===== src/rtl/layer_compositor.sv =====
// Priority compositor for N colour layers with colour-key transparency and a
// per-frame overlap counter between two selectable layers. Two-stage pipeline.
module layer_compositor #(
    parameter int                N_LAYERS   = 4,
    parameter int                COL_W      = 16,
    parameter int                IDX_W      = 13,
    parameter logic [COL_W-1:0]  KEY_COLOUR = 16'h0000,
    parameter logic [COL_W-1:0]  BG_COLOUR  = 16'h0000,
    parameter int                CNT_W      = 13,
    localparam int               LW         = (N_LAYERS > 1) ? $clog2(N_LAYERS) : 1
) (
    input  logic                     clk,
    input  logic                     reset,
    input  logic                     frame_begin,
    input  logic                     pixel_valid,
    input  logic [IDX_W-1:0]         pixel_index,
    input  logic [N_LAYERS*COL_W-1:0] layer_col,
    input  logic [N_LAYERS-1:0]      layer_en_next,
    input  logic [N_LAYERS*LW-1:0]   prio_next,
    input  logic [LW-1:0]            ovl_a_sel,
    input  logic [LW-1:0]            ovl_b_sel,
    output logic                     out_valid,
    output logic [IDX_W-1:0]         out_index,
    output logic [COL_W-1:0]         out_col,
    output logic [CNT_W-1:0]         ovl_count,
    output logic                     ovl_flag,
    output logic                     cfg_error
);

    localparam logic [LW:0]       N_LIM   = (LW+1)'(N_LAYERS);
    localparam logic [CNT_W-1:0]  CNT_MAX = '1;

    logic [LW-1:0] slot_next [N_LAYERS];
    logic          prio_ok;
    logic          load_cfg;

    logic [N_LAYERS-1:0]    en_q;
    logic [N_LAYERS*LW-1:0] prio_q;
    logic [LW-1:0]          a_q, b_q;
    logic                   cfg_err_q;

    logic [N_LAYERS-1:0]    en_eff;
    logic [N_LAYERS*LW-1:0] prio_eff;
    logic [LW-1:0]          a_eff, b_eff;
    logic [N_LAYERS-1:0]    opaque;
    logic                   hit;

    logic                     v1_q;
    logic [IDX_W-1:0]         idx1_q;
    logic [N_LAYERS-1:0]      opq1_q;
    logic [N_LAYERS*COL_W-1:0] col1_q;
    logic [N_LAYERS*LW-1:0]   prio1_q;

    logic [COL_W-1:0] pick_col;
    logic             pick_found;
    logic [LW-1:0]    pick_slot;

    logic             out_valid_q;
    logic [IDX_W-1:0] out_index_q;
    logic [COL_W-1:0] out_col_q;
    logic [CNT_W-1:0] acc_q, acc_d;
    logic [CNT_W-1:0] ovl_count_q;
    logic             ovl_flag_q;

    genvar gi;
    generate
        for (gi = 0; gi < N_LAYERS; gi++) begin : g_layer
            assign slot_next[gi] = prio_next[gi*LW +: LW];
            assign opaque[gi]    = en_eff[gi] && (layer_col[gi*COL_W +: COL_W] != KEY_COLOUR);
        end
    endgenerate

    // Permutation check: every slot in range and no two slots naming the same layer.
    always_comb begin
        prio_ok = 1'b1;
        for (int k = 0; k < N_LAYERS; k++) begin
            if ({1'b0, slot_next[k]} >= N_LIM) prio_ok = 1'b0;
            for (int j = 0; j < k; j++) begin
                if (slot_next[j] == slot_next[k]) prio_ok = 1'b0;
            end
        end
    end

    // An accepted config already governs the pixel arriving with frame_begin.
    assign load_cfg = frame_begin && prio_ok;
    assign en_eff   = load_cfg ? layer_en_next : en_q;
    assign prio_eff = load_cfg ? prio_next     : prio_q;
    assign a_eff    = load_cfg ? ovl_a_sel     : a_q;
    assign b_eff    = load_cfg ? ovl_b_sel     : b_q;
    assign hit      = pixel_valid && opaque[a_eff] && opaque[b_eff];

    always_ff @(posedge clk or posedge reset) begin
        if (reset) begin
            en_q      <= '1;
            for (int k = 0; k < N_LAYERS; k++) prio_q[k*LW +: LW] <= LW'(k);
            a_q       <= '0;
            b_q       <= LW'(1);
            cfg_err_q <= 1'b0;
        end else if (frame_begin) begin
            if (prio_ok) begin
                en_q   <= layer_en_next;
                prio_q <= prio_next;
                a_q    <= ovl_a_sel;
                b_q    <= ovl_b_sel;
            end
            cfg_err_q <= !prio_ok;
        end
    end

    always_ff @(posedge clk or posedge reset) begin
        if (reset) begin
            v1_q    <= 1'b0;
            idx1_q  <= '0;
            opq1_q  <= '0;
            col1_q  <= '0;
            prio1_q <= '0;
        end else begin
            v1_q    <= pixel_valid;
            idx1_q  <= pixel_index;
            opq1_q  <= opaque;
            col1_q  <= layer_col;
            prio1_q <= prio_eff;
        end
    end

    always_comb begin
        pick_col   = BG_COLOUR;
        pick_found = 1'b0;
        pick_slot  = '0;
        for (int k = 0; k < N_LAYERS; k++) begin
            pick_slot = prio1_q[k*LW +: LW];
            if (!pick_found && opq1_q[pick_slot]) begin
                pick_col   = col1_q[int'(pick_slot)*COL_W +: COL_W];
                pick_found = 1'b1;
            end
        end
    end

    // Index and colour hold through bubbles; only the strobe follows pixel_valid.
    always_ff @(posedge clk or posedge reset) begin
        if (reset) begin
            out_valid_q <= 1'b0;
            out_index_q <= '0;
            out_col_q   <= '0;
        end else begin
            out_valid_q <= v1_q;
            if (v1_q) begin
                out_index_q <= idx1_q;
                out_col_q   <= pick_col;
            end
        end
    end

    always_comb begin
        acc_d = acc_q;
        if (frame_begin) acc_d = CNT_W'(hit);
        else if (hit && (acc_q != CNT_MAX)) acc_d = acc_q + CNT_W'(1);
    end

    always_ff @(posedge clk or posedge reset) begin
        if (reset) begin
            acc_q       <= '0;
            ovl_count_q <= '0;
            ovl_flag_q  <= 1'b0;
        end else begin
            acc_q <= acc_d;
            if (frame_begin) begin
                ovl_count_q <= acc_q;
                ovl_flag_q  <= (acc_q != '0);
            end
        end
    end

    assign out_valid = out_valid_q;
    assign out_index = out_index_q;
    assign out_col   = out_col_q;
    assign ovl_count = ovl_count_q;
    assign ovl_flag  = ovl_flag_q;
    assign cfg_error = cfg_err_q;

endmodule


===== config.mk =====
export PLATFORM = sky130hd
export DESIGN_NAME = layer_compositor
export DESIGN_NICKNAME = d
export VERILOG_FILES = /design/src/rtl/layer_compositor.sv
export SDC_FILE = /design/constraint.sdc
export NUM_CORES = 1
export LEC_CHECK = 0
export CELL_PAD_IN_SITES_DETAIL_PLACEMENT = 1
export CELL_PAD_IN_SITES_GLOBAL_PLACEMENT = 1
export CORE_MARGIN = 2
export CORE_UTILIZATION = 43
export DETAILED_ROUTE_END_ITERATION = 8
export PLACE_DENSITY_LB_ADDON = 0.05
export SLEW_MARGIN = 20
export SYNTH_ARGS = -nofsm -noshare
export SYNTH_HDL_FRONTEND = slang
export SYNTH_SLANG_ARGS = --single-unit

===== constraint.sdc =====
create_clock -name clk -period 7.63 [get_ports clk]
set_input_delay 1.526 -clock clk [delete_from_list [all_inputs] [get_ports clk]]
set_output_delay 1.526 -clock clk [all_outputs]
set_load 0.01 [all_outputs]

==> results of run 1 <==
[cells by family (layout without fill, tap and decap cells)]
| family | after synthesis | after routing | synth area share, % |
|---|---|---|---|
| flops | 164 | 164 | 53.1 |
| buf+inv | 46 | 192 | 2.39 |
| compound gates | 75 | 75 | 6.72 |
| fa+ha+maj | 2 | 2 | 0.323 |
| xor+xnor | 12 | 12 | 1.36 |
| simple gates | 130 | 130 | 9.12 |
| mux | 118 | 118 | 27.0 |
[worst max-delay path: stages]
cell and delay, ns:
clkdlybuf4s50_1 0.45, buf_4 0.35, o21ai_1 0.19, nor4_4 0.27, buf_4 0.35, mux2_2 0.39
o2111ai_1 0.37, nand2_1 0.40, or4_1 0.59, a21oi_1 0.17
[per-stage QoR]
stage	instance area, sq um	hold slack [ns]	worst slack (ns)
2_1_floorplan	7750	0.352	1.69
3_3_place_gp	9380	0.457	2.65
3_5_place_dp	9380	0.466	2.49
4_1_cts	10000	0.482	2.96
5_1_grt	10000	0.502	2.66
6_report	10000	0.477	2.91
[how the worst max path moves through the flow]
stage                     cells past startpoint                   end
after floorplan                               1    a_q[0]$_DFFE_PP0N_
after global placement                       10  acc_q[7]$_DFFE_PP0P_
after detailed placement                     10  acc_q[5]$_DFFE_PP0P_
after CTS                                    10  acc_q[9]$_DFFE_PP0P_
after global routing                         10  acc_q[9]$_DFFE_PP0P_
final                                        10  acc_q[9]$_DFFE_PP0P_
[per-layer routing]
| layer | track usage (%) | vias up | routed length [microns] |
|---|---|---|---|
| li1 | - | 2397 | - |
| met1 | 32.7 | 2865 | 9280 |
| met2 | 36.1 | 203 | 10200 |
| met3 | 4.71 | 27 | 1140 |
| met4 | 7.73 | 0 | 388 |
| met5 | 0 | - | 0 |
[Yosys cell counts, types with 12 or more instances]
library cell | number | area (sq um)
a21oi_1 | 22 | 110
a221oi_1 | 16 | 140
a22oi_1 | 15 | 113
clkbuf_1 | 30 | 113
dfrtp_1 | 155 | 3880
mux2_2 | 44 | 495
mux4_2 | 68 | 1530
nand2_1 | 13 | 48.8
nor2_1 | 47 | 176
nor4_1 | 20 | 125
xor2_1 | 12 | 105
[power groups by stage]
stage               combinational [mW]  clock (mW)  sequential, mW
floorplan                        0.949           0            1.14
global placement                  1.29           0            1.22
detailed placement                1.31           0            1.22
CTS                               1.33       0.908            1.21
global route                      1.43       0.945            1.23
finish                            1.31       0.889            1.21
[registers in the layout, indices dropped and copies added, names as in the netlist]
signal     count
ovl_flag       1
prio1_q        8
ovl_count     13
col1_q        64
opq1_q         4
en_q           4
out_valid      1
b_q            2
prio_q         8
idx1_q        13
cfg_error      1
a_q            2
out_col       16
acc_q         13
out_index     13
v1_q           1
[cell type report]
cell class / count / share of cell area (%)
well taps: 229 / 2.87
repair buffers: 151 / 14.9
inverters: 9 / 0.388
multi-input cells: 337 / 34.6
clock inverters: 10 / 1.48
clock buffers: 22 / 4.64
flip-flops and latches: 164 / 41.2
==> out/qor.txt, run 1 <==
Outcome = finished, final reports clean
Internal power = 2.27 mW
Layout cells sized above 1 = 24.4%
Max-cap violations = 0
Crit path required time = 7.98 ns
Power share of the clock group = 26.0%
Setup Viol. Count Final = 0
Seq pwr share = 35.5%
Combinational power share = 38.5%
First-pass GRT wire length = 34,000 microns
Initial Util = 43.4%
Endpoint class of the critical path = flip-flop
Crit Path Category = in2reg
Synth unique cells = 51
Initial antenna violation count = 0
R2R Path Start = prio1_q[3]$_DFF_PP0_
Antenna Nets Post-Route = 0
Worst hold endpoint = out_index[11]$_DFFE_PP0P_
Final Util = 56.0%
Register area = 0.00412 sq mm
Final wirelength = 21,000 microns
Least-Margin Pin Slew = 1.05 ns
Netlist Area Pre-Place = 0.00775 sq mm
Worst Skew = 0.00935 ns
Sw frac = 33.6%
Synth Instances = 547
DR pass1 iterations = 5
Final max-slew violation count = 0
EDFF count, synth = 0
Die W = 138 microns
Final Hold Viols = 0
FP Rows = 49
Most common cell after layout, fill and taps aside = dfrtp_1
ANT cells = 0
Final Cycle Share = 61.8%
Worst-path fanout max = 34
Root Buffer = clkbuf_16
F_max = 0.212 GHz
Synth Flop Type = dfrtp_1
Worst-path clk slew = 0.07 ns
Flops & latches, synth = 164
Seq/Total Area, Yosys = 53.1%
Hold_buf cts = 0
Worst Reg2Reg Path Length in Cells = 7
Vias/cell = 5.96
Clock latency on the worst-skew pair = 0.43 ns
Pin count of the biggest net entering global routing = 95
HPWL Detailed = 14,400 microns
Post-placement cell count = 890
Layout area overhead = 29.0%
Multi-input gate area = 0.00346 sq mm
Worst R2R End = out_col[5]$_DFFE_PP0P_
Die Y = 138 microns
Worst min-delay path class = reg2reg
Critical Path AT = 5.07 ns
Global-route usage over all layers = 23.1%
Htree depth = 4
Cells on Worst Hold Path = 1
Global route total overflow = 0
R2r setup slk = 4.60 ns
Nets@finish = 779
Post_cts resized = 0
DR vias = 5,492
Critical path origin = frame_begin
Total Power = 3.42 mW
Filler cells = 1,723
Min Tclk post-route = 4.72 ns
Number of buffers created by CTS = 17
Max VDD drop = 0.199 mV
Clk sinks = 164
Deepest clock path buffer count = 2
Syn_area_per_cell = 14.2 sq um
Setup tns final = 0 ns
Synth warn = 0
# port buffers = 141
Post-CTS Setup Repair Bufs = 0
Io pins = 142
Die area = 0.0191 sq mm
Leakage = 3.90 nW
RD Place Congestion = 0.793
Ys async rst share = 100%
RSZ-0062 raised after global routing = no
Power density cells = 342 mW/mm^2
Vias in the first global route = 5,992
Sw power = 1.15 mW
Final Non-Filler Cells = 922
Most frequent cells in the layout = 154 x dfrtp_1, 141 x clkdlybuf4s50_1, 68 x mux4_2
Mapped Nets = 646
Startpoint Class = primary input
DRT iter0 DRCs = 427
DR WL/cell = 22.8 microns
Core region area = 0.0178 sq mm
Hold_sp = idx1_q[11]$_DFF_PP0_
Residual DRC count = 0
CTS tree = yes
Worst rel slew slack = 30.3%
Note: power is estimated with default switching activity, not from simulation.
==> inputs of run 2 (changes only) <==
CORE_UTILIZATION = 39   (was 43)
clock period = 4 ns   (was 7.63 ns; I/O delays follow)
==> run 2 against run 1 <==
Compared with the run above:
- sequential power rose by 78%
- design area increased by 1.5%
- sequential cell count stayed put
- count of clock-buffer cells in the layout is 2 lower
- cell count rose by 5.4%
- non-clock buffer count rose by 14
- first-iteration DRC count shrank 46%
- worst hold slack better by 0.0022 ns
- register-to-register slack lost 3.4 ns
==> out/qor.txt, run 2 (same netlist as run 1, synthesis figures left out) <==
Htree depth = 4 (unchanged)
WHS = 0.479 ns (+0.00217 ns)
Worst min-delay path class = reg2reg
WL met3 = 1180 microns (+3.1%)
ANT cells = 0 (unchanged)
Clock latency on the worst-skew pair = 0.42 ns (about the same)
RD Place Congestion = 0.790 (-0.35%)
Final Cycle Share = 90.4%
Power density cells = 639 mW/mm^2 (+87%)
# port buffers = 141 (unchanged)
Min Tclk post-route = 3.62 ns
Die W = 145 microns (+4.9%)
Largest Register = col1_q
Least-Margin Pin Slew = 0.911 ns (-0.135 ns)
Layout area overhead = 31.0%
Startpoint Class = primary input
Critical Path AT = 3.96 ns (-1.11 ns)
Initial antenna violation count = 0 (unchanged)
FP Rows = 51 (+4.1%)
CP max-delay cell = or4b_4
Pin count of the biggest net entering global routing = 56 (-41%)
Core region area = 0.0195 sq mm (+9.1%)
Deepest clock path buffer count = 2 (unchanged)
Max FFs per register = 64 (unchanged)
Outcome = finished, final reports clean
Io pins = 142 (unchanged)
Hold_buf cts = 0 (unchanged)
HPWL Detailed = 15,500 microns (+7.3%)
Setup Viol. Count Final = 0 (unchanged)
Most frequent cells in the layout = 155 x dfrtp_1, 141 x clkdlybuf4s50_1, 68 x mux4_2
Crit path buffers/inverters = 2 (-1)
WL met2 = 10,800 microns (+6.4%)
Highest metal layer with signal wires = met4
Sw frac = 34.0% (+0.48 points)
Final Hold Viols = 0 (unchanged)
Most common cell after layout, fill and taps aside = dfrtp_1
DR pass1 iterations = 5 (unchanged)
Die area = 0.0210 sq mm (+10%)
Power share of the clock group = 24.8% (-1.2 points)
Nets@finish = 793 (+1.8%)
Final wirelength = 21,500 microns (+2.3%)
Worst rel slew slack = 39.1% (+8.8 points)
Global route total overflow = 0 (unchanged)
Root Buffer = clkbuf_16
Post-CTS Setup Repair Bufs = 0 (unchanged)
Routed metal-1 wire length = 9260 microns (-0.25%)
Post_cts resized = 0 (unchanged)
F_max = 0.277 GHz
Worst-path clk slew = 0.06 ns (about the same)
DRT iter0 DRCs = 229 (-46%)
Crit path required time = 4.34 ns (-3.64 ns)
Initial Util = 39.8% (-3.6 points)
Antenna Nets Post-Route = 0 (unchanged)
Worst-path fanout max = 20 (-41%)
Vias in the first global route = 6,082 (+1.5%)
Clk sinks = 164 (unchanged)
Final max-slew violation count = 0 (unchanged)
Internal power = 4.28 mW (+89%)
Number of buffers created by CTS = 17 (unchanged)
CTS tree = yes
Die Y = 145 microns (+4.9%)
Combinational power share = 42.1% (+3.6 points)
DR vias = 5,416 (-1.4%)
Max VDD drop = 0.398 mV (+100%)
Seq pwr share = 33.1% (-2.4 points)
CP Cell Sequence = clkdlybuf4s50_1 > xor2_1 > o22ai_1 > nor4_4 > buf_12 > mux2i_1 > nor3_1 > or4b_4 > or4_1 > a21oi_1
Post-placement cell count = 940 (+5.6%)
Sw power = 2.21 mW (+93%)
Worst slack, placed = -0.0467 ns (-2.54 ns)
Vias/cell = 5.57 (-6.5%)
Crit Path Category = in2reg
DR WL/cell = 22.1 microns (-2.9%)
Max-cap violations = 0 (unchanged)
Endpoint class of the critical path = flip-flop
Setup WS post-layout = 0.384 ns (-2.53 ns)
Layout cells sized above 1 = 25.9% (+1.5 points)
RSZ-0062 raised after global routing = no
Leakage = 3.96 nW (+1.5%)
Worst Skew = 0.00998 ns (+0.000621 ns)
Residual DRC count = 0 (unchanged)
Global-route usage over all layers = 21.4% (-1.7 points)
First-pass GRT wire length = 34,400 microns (+1.2%)
Final Non-Filler Cells = 972 (+5.4%)
CP delay by family, top = simple AND/OR/NAND/NOR gates
Biggest cell delay along the critical path = 0.67 ns (+0.08 ns)
run 2: changes by cell type in the layout (fill, tap and decap cells not counted), sizes merged:
cell      before  now
clkinvlp       3    6
clkbuf        22   20
buf           10   24
clkinv         2    4
inv           11    9
bufinv         3    2
run 2: metrics by stage:
| step | area (sq um) | TNS [ns] | utilization (%) | total power, mW |
|---|---|---|---|---|
| 2_1_floorplan | 7750 | 0 | - | 3.98 |
| 3_3_place_gp | 9570 | 0 | 49.2 | 4.85 |
| 3_5_place_dp | 9570 | -0.127 | 49.2 | 4.93 |
| 4_1_cts | 10100 | 0 | 52.2 | 6.57 |
| 5_1_grt | 10100 | 0 | 52.2 | 6.86 |
| 6_report | 10100 | 0 | 52.2 | 6.49 |
run 2: worst register-to-register path, cell delays in order (launching register included):
cell and delay (ns):
dfrtp_1 0.33, buf_4 0.29, mux4_2 0.68, nor4_2 0.79, buf_4 0.34, a221oi_1 0.16, a21oi_1 0.19
run 2: power by group through the flow:
stage	Clock (mW)	Combinational (mW)	Sequential [mW]
after floorplan	0	1.81	2.17
after global placement	0	2.69	2.17
after detailed placement	0	2.75	2.18
after CTS	1.65	2.77	2.15
after global routing	1.73	2.94	2.19
final	1.61	2.73	2.15
run 2: area by class of cell:
class / instances / area (sq um)
clock buffers: 20 / 447
clock inverters: 12 / 134
fillers: 1945 / 9310
inverters: 9 / 37.5
multi-input cells: 337 / 3460
flip-flops and latches: 164 / 4120
well taps: 265 / 332
repair buffers: 165 / 1630
run 2: per-layer routing:
layer  global-route usage (%)  up-vias
li1                         -     2419
met1                     27.4     2833
met2                     36.1      146
met3                     5.35       18
met4                     6.09        0
met5                        0        -
run 2: final timing paths:
path,start,slack (ns),end,cells after the start
setup / recovery,prio_next[4],0.38,acc_q[9]$_DFFE_PP0P_,10
hold / removal,idx1_q[8]$_DFF_PP0_,0.48,out_index[8]$_DFFE_PP0P_,1
setup reg to reg,prio1_q[1]$_DFF_PP0_,1.15,out_col[3]$_DFFE_PP0P_,6
hold reg to reg,idx1_q[8]$_DFF_PP0_,0.48,out_index[8]$_DFFE_PP0P_,1
max in group asynchronous,reset,2.28,en_q[0]$_DFFE_PP1N_,3
min in group asynchronous,reset,0.92,idx1_q[10]$_DFF_PP0_,2
